## src/rtl/matrix_mult_seq_if.sv

```systemverilog
// Start/busy/done handshake and matrix bus for matrix_mult_seq.
// master drives operands and start; slave is the multiplier.
interface matrix_mult_seq_if #(
    parameter int MAX_DIM = 5,
    parameter int DATA_W  = 8,
    parameter int SIZE_W  = 2
);
    localparam int MW = MAX_DIM * MAX_DIM * DATA_W;

    logic              start;
    logic [SIZE_W-1:0] matrix_size;
    logic [MW-1:0]     matrix_a;
    logic [MW-1:0]     matrix_b;
    logic [MW-1:0]     result_out;
    logic              overflow_flag;
    logic              busy;
    logic              done;

    modport master (
        output start, matrix_size, matrix_a, matrix_b,
        input  result_out, overflow_flag, busy, done
    );

    modport slave (
        input  start, matrix_size, matrix_a, matrix_b,
        output result_out, overflow_flag, busy, done
    );
endinterface

```

## src/rtl/matrix_mult_seq.sv

```systemverilog
// Sequential signed matrix multiplier, one MAC per clock.
// Define MATMUL_SAT_EN to clamp out-of-range elements instead of wrapping.
module matrix_mult_seq #(
    parameter int MAX_DIM = 5,
    parameter int DATA_W  = 8,
    parameter int SIZE_W  = 2
) (
    input  logic             clk,
    input  logic             reset,
    matrix_mult_seq_if.slave bus
);
    localparam int MW    = MAX_DIM * MAX_DIM * DATA_W;
    localparam int CNT_W = $clog2(MAX_DIM);
    localparam int IDX_W = $clog2(MAX_DIM * MAX_DIM);
    localparam int PW    = 2 * DATA_W;
    localparam int ACC_W = PW + $clog2(MAX_DIM);

    typedef enum logic [1:0] {IDLE, LOAD, CALC, DONE} state_t;

    state_t                  state_q, state_d;
    logic [MW-1:0]           a_q, a_d, b_q, b_d;
    logic [MW-1:0]           res_q, res_d;
    logic [CNT_W-1:0]        nm1_q, nm1_d;
    logic [CNT_W-1:0]        i_q, i_d, j_q, j_d, k_q, k_d;
    logic signed [ACC_W-1:0] acc_q, acc_d, acc_nx;
    logic                    ovf_q, ovf_d;

    logic [IDX_W-1:0]         n_w, a_idx, b_idx, r_idx;
    logic signed [DATA_W-1:0] a_el, b_el;
    logic signed [PW-1:0]     prod;
    logic [ACC_W-DATA_W:0]    hi;
    logic                     out_rng;
    logic [DATA_W-1:0]        el;
    logic [31:0]              n_req;

    assign n_w   = IDX_W'(nm1_q) + IDX_W'(1);
    assign a_idx = IDX_W'(i_q) * n_w + IDX_W'(k_q);
    assign b_idx = IDX_W'(k_q) * n_w + IDX_W'(j_q);
    assign r_idx = IDX_W'(i_q) * IDX_W'(MAX_DIM) + IDX_W'(j_q);

    assign a_el   = a_q[a_idx*DATA_W +: DATA_W];
    assign b_el   = b_q[b_idx*DATA_W +: DATA_W];
    assign prod   = a_el * b_el;
    assign acc_nx = acc_q + {{(ACC_W-PW){prod[PW-1]}}, prod};

    // In range iff every bit from the element sign bit upward agrees.
    assign hi      = acc_nx[ACC_W-1:DATA_W-1];
    assign out_rng = !((&hi) || !(|hi));

`ifdef MATMUL_SAT_EN
    assign el = !out_rng        ? acc_nx[DATA_W-1:0] :
                acc_nx[ACC_W-1] ? {1'b1, {(DATA_W-1){1'b0}}} :
                                  {1'b0, {(DATA_W-1){1'b1}}};
`else
    assign el = acc_nx[DATA_W-1:0];
`endif

    always_comb begin
        state_d = state_q;
        a_d     = a_q;
        b_d     = b_q;
        res_d   = res_q;
        nm1_d   = nm1_q;
        i_d     = i_q;
        j_d     = j_q;
        k_d     = k_q;
        acc_d   = acc_q;
        ovf_d   = ovf_q;
        n_req   = 32'(bus.matrix_size) + 32'd2;
        if (n_req > 32'(MAX_DIM)) n_req = 32'(MAX_DIM);
        unique case (state_q)
            IDLE: if (bus.start) state_d = LOAD;
            LOAD: begin
                a_d     = bus.matrix_a;
                b_d     = bus.matrix_b;
                nm1_d   = CNT_W'(n_req - 32'd1);
                res_d   = '0;
                ovf_d   = 1'b0;
                acc_d   = '0;
                i_d     = '0;
                j_d     = '0;
                k_d     = '0;
                state_d = CALC;
            end
            CALC: begin
                if (k_q == nm1_q) begin
                    res_d[r_idx*DATA_W +: DATA_W] = el;
                    ovf_d = ovf_q | out_rng;
                    acc_d = '0;
                    k_d   = '0;
                    if (j_q == nm1_q) begin
                        j_d = '0;
                        if (i_q == nm1_q) state_d = DONE;
                        else i_d = i_q + CNT_W'(1);
                    end else begin
                        j_d = j_q + CNT_W'(1);
                    end
                end else begin
                    acc_d = acc_nx;
                    k_d   = k_q + CNT_W'(1);
                end
            end
            DONE:    state_d = IDLE;
            default: state_d = IDLE;
        endcase
    end

    always_ff @(posedge clk) begin
        if (reset) begin
            state_q <= IDLE;
            a_q     <= '0;
            b_q     <= '0;
            res_q   <= '0;
            nm1_q   <= '0;
            i_q     <= '0;
            j_q     <= '0;
            k_q     <= '0;
            acc_q   <= '0;
            ovf_q   <= 1'b0;
        end else begin
            state_q <= state_d;
            a_q     <= a_d;
            b_q     <= b_d;
            res_q   <= res_d;
            nm1_q   <= nm1_d;
            i_q     <= i_d;
            j_q     <= j_d;
            k_q     <= k_d;
            acc_q   <= acc_d;
            ovf_q   <= ovf_d;
        end
    end

    assign bus.result_out    = res_q;
    assign bus.overflow_flag = ovf_q;
    assign bus.busy          = (state_q == LOAD) || (state_q == CALC);
    assign bus.done          = (state_q == DONE);
endmodule

```

## src/flat_wrapper.sv

```systemverilog
// flat-port wrapper written by rule: the top's interface ports become plain ports
module matrix_mult_seq_flat 
#(
    parameter int MAX_DIM = 5,
    parameter int DATA_W  = 8,
    parameter int SIZE_W  = 2
)
  (clk, reset, bus_start, bus_matrix_size, bus_matrix_a, bus_matrix_b, bus_result_out, bus_overflow_flag, bus_busy, bus_done);
  matrix_mult_seq_if #(.MAX_DIM(MAX_DIM), .DATA_W(DATA_W), .SIZE_W(SIZE_W)) bus_i ();
  input  logic clk;
  input  logic reset;
  input wire logic [$bits(bus_i.start)-1:0] bus_start;
  input wire logic [$bits(bus_i.matrix_size)-1:0] bus_matrix_size;
  input wire logic [$bits(bus_i.matrix_a)-1:0] bus_matrix_a;
  input wire logic [$bits(bus_i.matrix_b)-1:0] bus_matrix_b;
  output wire logic [$bits(bus_i.result_out)-1:0] bus_result_out;
  output wire logic [$bits(bus_i.overflow_flag)-1:0] bus_overflow_flag;
  output wire logic [$bits(bus_i.busy)-1:0] bus_busy;
  output wire logic [$bits(bus_i.done)-1:0] bus_done;
  assign bus_i.start = bus_start;
  assign bus_i.matrix_size = bus_matrix_size;
  assign bus_i.matrix_a = bus_matrix_a;
  assign bus_i.matrix_b = bus_matrix_b;
  assign bus_result_out = bus_i.result_out;
  assign bus_overflow_flag = bus_i.overflow_flag;
  assign bus_busy = bus_i.busy;
  assign bus_done = bus_i.done;
  matrix_mult_seq #(.MAX_DIM(MAX_DIM), .DATA_W(DATA_W), .SIZE_W(SIZE_W)) u_core (.clk(clk), .reset(reset), .bus(bus_i));
endmodule
```

## config.mk

```make
export PLATFORM = sky130hd
export DESIGN_NAME = matrix_mult_seq_flat
export DESIGN_NICKNAME = d
export VERILOG_FILES = /design/src/rtl/matrix_mult_seq_if.sv /design/src/rtl/matrix_mult_seq.sv /design/src/flat_wrapper.sv
export SDC_FILE = /design/constraint.sdc
export NUM_CORES = 2
export LEC_CHECK = 0
export CAP_MARGIN = 20
export CORE_ASPECT_RATIO = 1.5
export CORE_MARGIN = 2
export CORE_UTILIZATION = 40
export CTS_BUF_LIST = sky130_fd_sc_hd__clkbuf_4 sky130_fd_sc_hd__clkbuf_8
export DETAILED_ROUTE_END_ITERATION = 7
export HOLD_SLACK_MARGIN = 0.15
export PLACE_DENSITY = 0.63
export SLEW_MARGIN = 0
export SYNTH_ARGS = -nofsm -noshare
export SYNTH_HDL_FRONTEND = slang
export SYNTH_SLANG_ARGS = --single-unit
```

## constraint.sdc

```tcl
create_clock -name clk -period 23.8 [get_ports clk]
set_input_delay 3.57 -clock clk [delete_from_list [all_inputs] [get_ports clk]]
set_output_delay 3.57 -clock clk [all_outputs]
set_load 0.01 [all_outputs]
```

# ---- After elaboration in Yosys (flattened, before gate mapping)
# Index checks and enable logic that the tools add are counted.
dict set report classes {
  n_reduce_logical 11
  eq_ne 11
  order_cmp 1
  mul 4
  n_shift 4
  muxes 22
  bitwise_logic 1
  add_sub_neg 11
}
# op count
set ops {}
lappend ops {{case mux 200 bit (2 select lines)} 1}
lappend ops {{indexed part select 200 x 9 -> 8 bit} 2}
lappend ops {{bitwise mux 200 bit} 1}
lappend ops {{two-way mux 200 bit} 1}
lappend ops {{variable shift 8 x 34 -> 200 bit, first input constant} 1}
lappend ops {{indexed part select 8 x 34 -> 200 bit} 1}
lappend ops {{case mux 19 bit (2 select lines)} 1}
lappend ops {{negation 8 -> 34 bit} 1}
lappend ops {{greater-than comparator 32 x 3 -> 1 bit, second input constant} 1}
lappend ops {{two-way mux 3 bit} 7}
lappend ops {{adder 19 bit} 1}
lappend ops {{two-way mux 19 bit} 1}
lappend ops {{case mux 3 bit (2 select lines)} 3}
lappend ops {{multiplier 8 x 8 -> 16 bit} 1}
lappend ops {{adder 5 x 3 -> 5 bit} 3}
lappend ops {{AND reduction 12 bit} 1}
lappend ops {{OR reduction 12 bit} 1}
lappend ops {{multiplier 3 x 5 -> 5 bit} 2}
lappend ops {{adder 3 x 1 -> 3 bit, second input constant} 3}
lappend ops {{== test 3 bit} 3}
lappend ops {{two-way mux 2 bit} 4}
lappend ops {{case mux 2 bit (4 select lines)} 1}
lappend ops {{AND reduction 4 bit} 2}
lappend ops {{!= test 2 x 1 -> 1 bit, second input constant} 3}
lappend ops {{15 further kinds} 19}
dict set report word_totals {
  out_inout_bits 203
  wordCells 75
  inputBits 405
  register_bits 634
}

# ---- Logic depth before layout (Yosys ltp)
dict set report depth {
  ltp_word 13
  depth_mapped 41
  mapped_depth_nobuf 39
}

# ---- Worst setup path before layout
# OpenSTA, ideal clock, no wires.
dict set report synth_path {
  path_type {flip-flop to flip-flop}
  startpoint {reg u_core.nm1_q[1]}
  endpoint {reg u_core.ovf_q (netlist: u_core.bus.overflow_flag)}
  path_stages_with_launch 37
  n_path_buf 1
  period_less_slack_ps 10103
  required_time_ps 23664
  path_slack_ps 13697
  t_arrival_ps 9967
  setup_ps 136
  cell_sequence {dfxtp_1 -> ha_1 -> xor2_1 -> nand2_1 -> fa_1 -> inv_1 -> fa_1 -> fa_1 -> xor2_1 -> clkbuf_1 -> mux4_2 -> a21oi_1 -> nor2_1 -> fa_1 -> inv_1 -> fa_1 -> inv_1 -> fa_1 -> inv_1 -> fa_1 -> inv_1 -> ha_1 -> a21oi_1 -> o21bai_1 -> a21oi_1 -> o21bai_1 -> a21oi_1 -> xnor2_1 -> ha_1 -> and3_1 -> nand2_1 -> a2111oi_2 -> o211ai_1 -> a211o_1 -> a21o_1 -> a2111oi_0 -> a211oi_1}
}
dict set report synth_between {
  elab_chain_len 13
  word_cells_on_any_way 20
  classes_between {add/sub: 4; mul: 3; eq/ne: 2; shift: 2; mux: 2; bitwise: 1; reduce/logical: 6}
}
# item line
set synth_lines {}
lappend synth_lines {{start, declared} matrix_mult_seq.sv:23} ;# logic [CNT_W-1:0] nm1_q, nm1_d;
lappend synth_lines {{start signal, assigned} matrix_mult_seq.sv:125} ;# nm1_q <= nm1_d;
lappend synth_lines {{adder 3 x 1 -> 4 bit} matrix_mult_seq.sv:36} ;# assign n_w = IDX_W'(nm1_q) + IDX_W'(1);
lappend synth_lines {{multiplier 3 x 5 -> 5 bit, on equally long branches} {matrix_mult_seq.sv:37, matrix_mult_seq.sv:38}}
lappend synth_lines {{adder 5 x 3 -> 5 bit, on equally long branches} {matrix_mult_seq.sv:37, matrix_mult_seq.sv:38}}
lappend synth_lines {{indexed part select 200 x 9 -> 8 bit, on equally long branches} {matrix_mult_seq.sv:41, matrix_mult_seq.sv:42}}
lappend synth_lines {{multiplier 8 x 8 -> 16 bit} matrix_mult_seq.sv:43} ;# assign prod = a_el * b_el;
lappend synth_lines {{adder 19 bit} matrix_mult_seq.sv:44} ;# assign acc_nx = acc_q + {{(ACC_W-PW){prod[PW-1]}}, prod};
lappend synth_lines {{OR reduction 12 bit} matrix_mult_seq.sv:48} ;# assign out_rng = !((&hi) || !(|hi));
lappend synth_lines {{zero test 1 bit} matrix_mult_seq.sv:48}
lappend synth_lines {{logical OR 1 bit} matrix_mult_seq.sv:48}
lappend synth_lines {{zero test 1 bit} matrix_mult_seq.sv:48}
lappend synth_lines {{bitwise OR 1 bit} matrix_mult_seq.sv:88} ;# ovf_d = ovf_q | out_rng;
lappend synth_lines {{two-way mux 1 bit} matrix_mult_seq.sv:86} ;# if (k_q == nm1_q) begin
lappend synth_lines {{case mux 1 bit (2 select lines)} matrix_mult_seq.sv:71} ;# unique case (state_q)
lappend synth_lines {{end signal, assigned} matrix_mult_seq.sv:130} ;# ovf_q <= ovf_d;
lappend synth_lines {{end, declared} matrix_mult_seq.sv:26} ;# logic ovf_q, ovf_d;
# Parallel ways exist; a longest one is shown, timed or not. The select of a mux whose other input is x is not followed.
# A chain may end at the register's enable or synchronous reset.

# ---- Worst setup path in the final report
# Same ends and word-level chain as after synthesis.

==> flow_summary.ini <==
[sta]
tns_ns = 0
finalSetupViolCount = 0
hold_viol_final = 0
report.final.slew_viol_count = 0
fmax_mhz = 90.3
rsz0062_at_grt = no
max-slew-margin-rel = 0.141
skew_ns = 0.0354
hold_ws_ns = 0.448
period_minus_slack_ns = 11.07
tightest_slew_ns = 1.29
timing.final.crit_share = 0.465

[floorplan]
chipHeight_um = 341
ios = 608
initial_core_util = 0.404
fp.dieW_um = 229
dieArea_um2 = 78100
core_um2 = 75100
rows = 123

[clock_tree]
path_clk_slew_ns = 0.07
cts_sinks = 634
post_cts_buffers = 0
clk_latency_ns = 0.74
cts_buffers = 100
cts.repair.resized = 0
cts_tree = done
cts_buffer_depth = 3
cts_hold_buffers = 0
cts_root_buf = clkbuf_8
htreeDepth = 3

[pwr]
power_w = 0.00360
ir_worst_vdd_uv = 84.5
leakagePower_nw = 14.8
p_per_area_nw_per_um2 = 91.1

[grt]
grt_pass1_vias = 24400
antenna_found_initial = 25
grtUsageTotal = 0.245
grt_max_degree = 187
grt_pass1_wl_um = 149000
overflow = 0

[logic_synthesis]
syn-cell-area_um2 = 30300
syn_area_per_cell_um2 = 9.90
ys_async_sr_fraction = 0
syn_inst = 3061
yosys.area_share.xor_xnor = 0.0165
synthAdderAreaFrac = 0.0774
synth_top_family_by_area = multiplexers
synth_top_cell_area_share = 0.419
muxShareOfSynthArea = 0.226
yosys-top-cells-area = dfxtp_1, mux2i_1, nor2_1, mux4_2, fa_1
ys_seq_area_frac = 0.419
ys_types = 70
synth_warnings = 0
synth_edf_count = 0
synth-simple-area-share = 0.142
synth-main-ff-cell = dfxtp_1
synth_fp_nets = 3614
synth-compound-area-share = 0.0824
synth_top_area_cell = dfxtp_1
synth-seq-cells = 634

[worst_setup_path]
required_ns = 24.39
crit_start = u_core.nm1_q[1]$_SDFFE_PP0P_
crit_path_end_kind = flop
rr_startpoint = u_core.nm1_q[1]$_SDFFE_PP0P_
worstPathArrival_ns = 11.67
start_kind = flop
cp_slowest_cell = xor2_2
path_buf_inv = 4
crit_family = adder cells
crit_top_cell = fa_1
crit_fanout = 17
crit_type = flop to flop
cpPeakStageDelay_ns = 0.76

[route]
drc = 0
drtIter0Drc = 1442
ant_nets = 0
routed_wl_um = 97700
wire_per_inst_um = 20.8
drt-vias-per-instance = 5.20
vias = 24500
firstDrtPassIters = 5

[min_path]
worstHoldPathType = flop to flop
hold_path.startpoint = u_core.bus.result_out[88]$_SDFFE_PP0P_

[cells_and_area]
final_cell_mix = nor2_1, dfxtp_1, clkdlybuf4s50_1
area_delta_synth_final_pct = 30.4
layout_commonest_cell = nor2_1
layout.nets = 4170
drive_gt1_frac = 0.102

[run]
max_cap_viol_count = 0

[placement]
dp.final_hpwl_um = 73200
place.gp.congestion = 0.864
io_buffers = 607

[outcome]
status = finished, final reports clean
## metrics by stage
step           worst slack, ns  utilization  instances  area (um^2)
2_1_floorplan            13.70            -       3061        30300
3_3_place_gp             12.75        0.496       4513        37200
3_5_place_dp             12.58        0.496       4513        37200
4_1_cts                  12.55        0.526       4692        39500
5_1_grt                  11.79        0.526       4704        39500
6_report                 12.73        0.526       4705        39500
## tightest hold or removal path: cells and delay by family, from the launching register on
kind	cells	cell delay [ns]
flip-flops	1	0.31
AND/OR/NAND/NOR	1	0.05
AO/OA/AOI/OAI	1	0.05
## cell families after synthesis
| logic type | after synthesis |
|---|---|
| xor+xnor | 57 |
| mux | 543 |
| buf+inv | 300 |
| simple gates | 994 |
| compound gates | 385 |
| flops | 634 |
| fa+ha+maj | 148 |
## layout make-up
type	instances	area [um^2]
Antenna cell	11	27.5
Clock buffer	162	2030
Clock inverter	17	211
Fill cell	6953	35600
Inverter	117	439
Multi-Input combinational cell	2127	16500
Sequential cell	634	12700
Tap cell	1000	1250
Timing Repair Buffer	637	6340
## state kept, by name, indices dropped and copies added (netlist names)
name / count
u_core.i_q: 3
u_core.nm1_q: 3
u_core.a_q: 200
u_core.acc_q: 19
u_core.bus.result_out: 200
u_core.b_q: 200
u_core.j_q: 3
u_core.k_q: 3
u_core.state_q: 2
u_core.bus.overflow_flag: 1
## path summary, 6_finish.rpt
check,end,slack (ns),cells past startpoint
min reg2reg,u_core.bus.result_out[88]$_SDFFE_PP0P_,0.45,2
max,u_core.bus.overflow_flag$_SDFFE_PP0P_,12.73,37
max reg2reg,u_core.bus.overflow_flag$_SDFFE_PP0P_,12.73,37
min,u_core.bus.result_out[88]$_SDFFE_PP0P_,0.45,2
## cell usage after synthesis, drive strengths merged, types with 4 or more instances
cell and count:
a211oi 6, a21o 14, a21oi 158, a22oi 138, a31oi 5, and2 11
and3 6, buf 53, clkbuf 130, dfxtp 634, fa 66, ha 82
inv 117, mux2i 430, mux4 112, nand2 111, nand2b 22, nand3 47
nand3b 4, nand4 8, nor2 691, nor2b 20, nor3 17, nor4 5
o2111ai 6, o211ai 7, o21ai 25, o21bai 4, or2 14, or3 16
or4 13, xnor2 36, xor2 21
## routing by layer
| metal | global-route usage | share of wire |
|---|---|---|
| met1 | 0.268 | 0.38 |
| met2 | 0.448 | 0.52 |
| met3 | 0.0705 | 0.071 |
| met4 | 0.0856 | 0.030 |
| met5 | 0 | 0.0021 |
## report_power, final
part	internal (W)	total, W	leakage [nW]	switching [W]
logic	0.000553	0.00126	8.48	0.000706
clock network	0.000575	0.00103	1.19	0.000458
registers	0.00122	0.00131	5.15	0.0000883
total	0.00235	0.00360	14.8	0.00125
No activity file was read; power rests on OpenSTA's default activity.
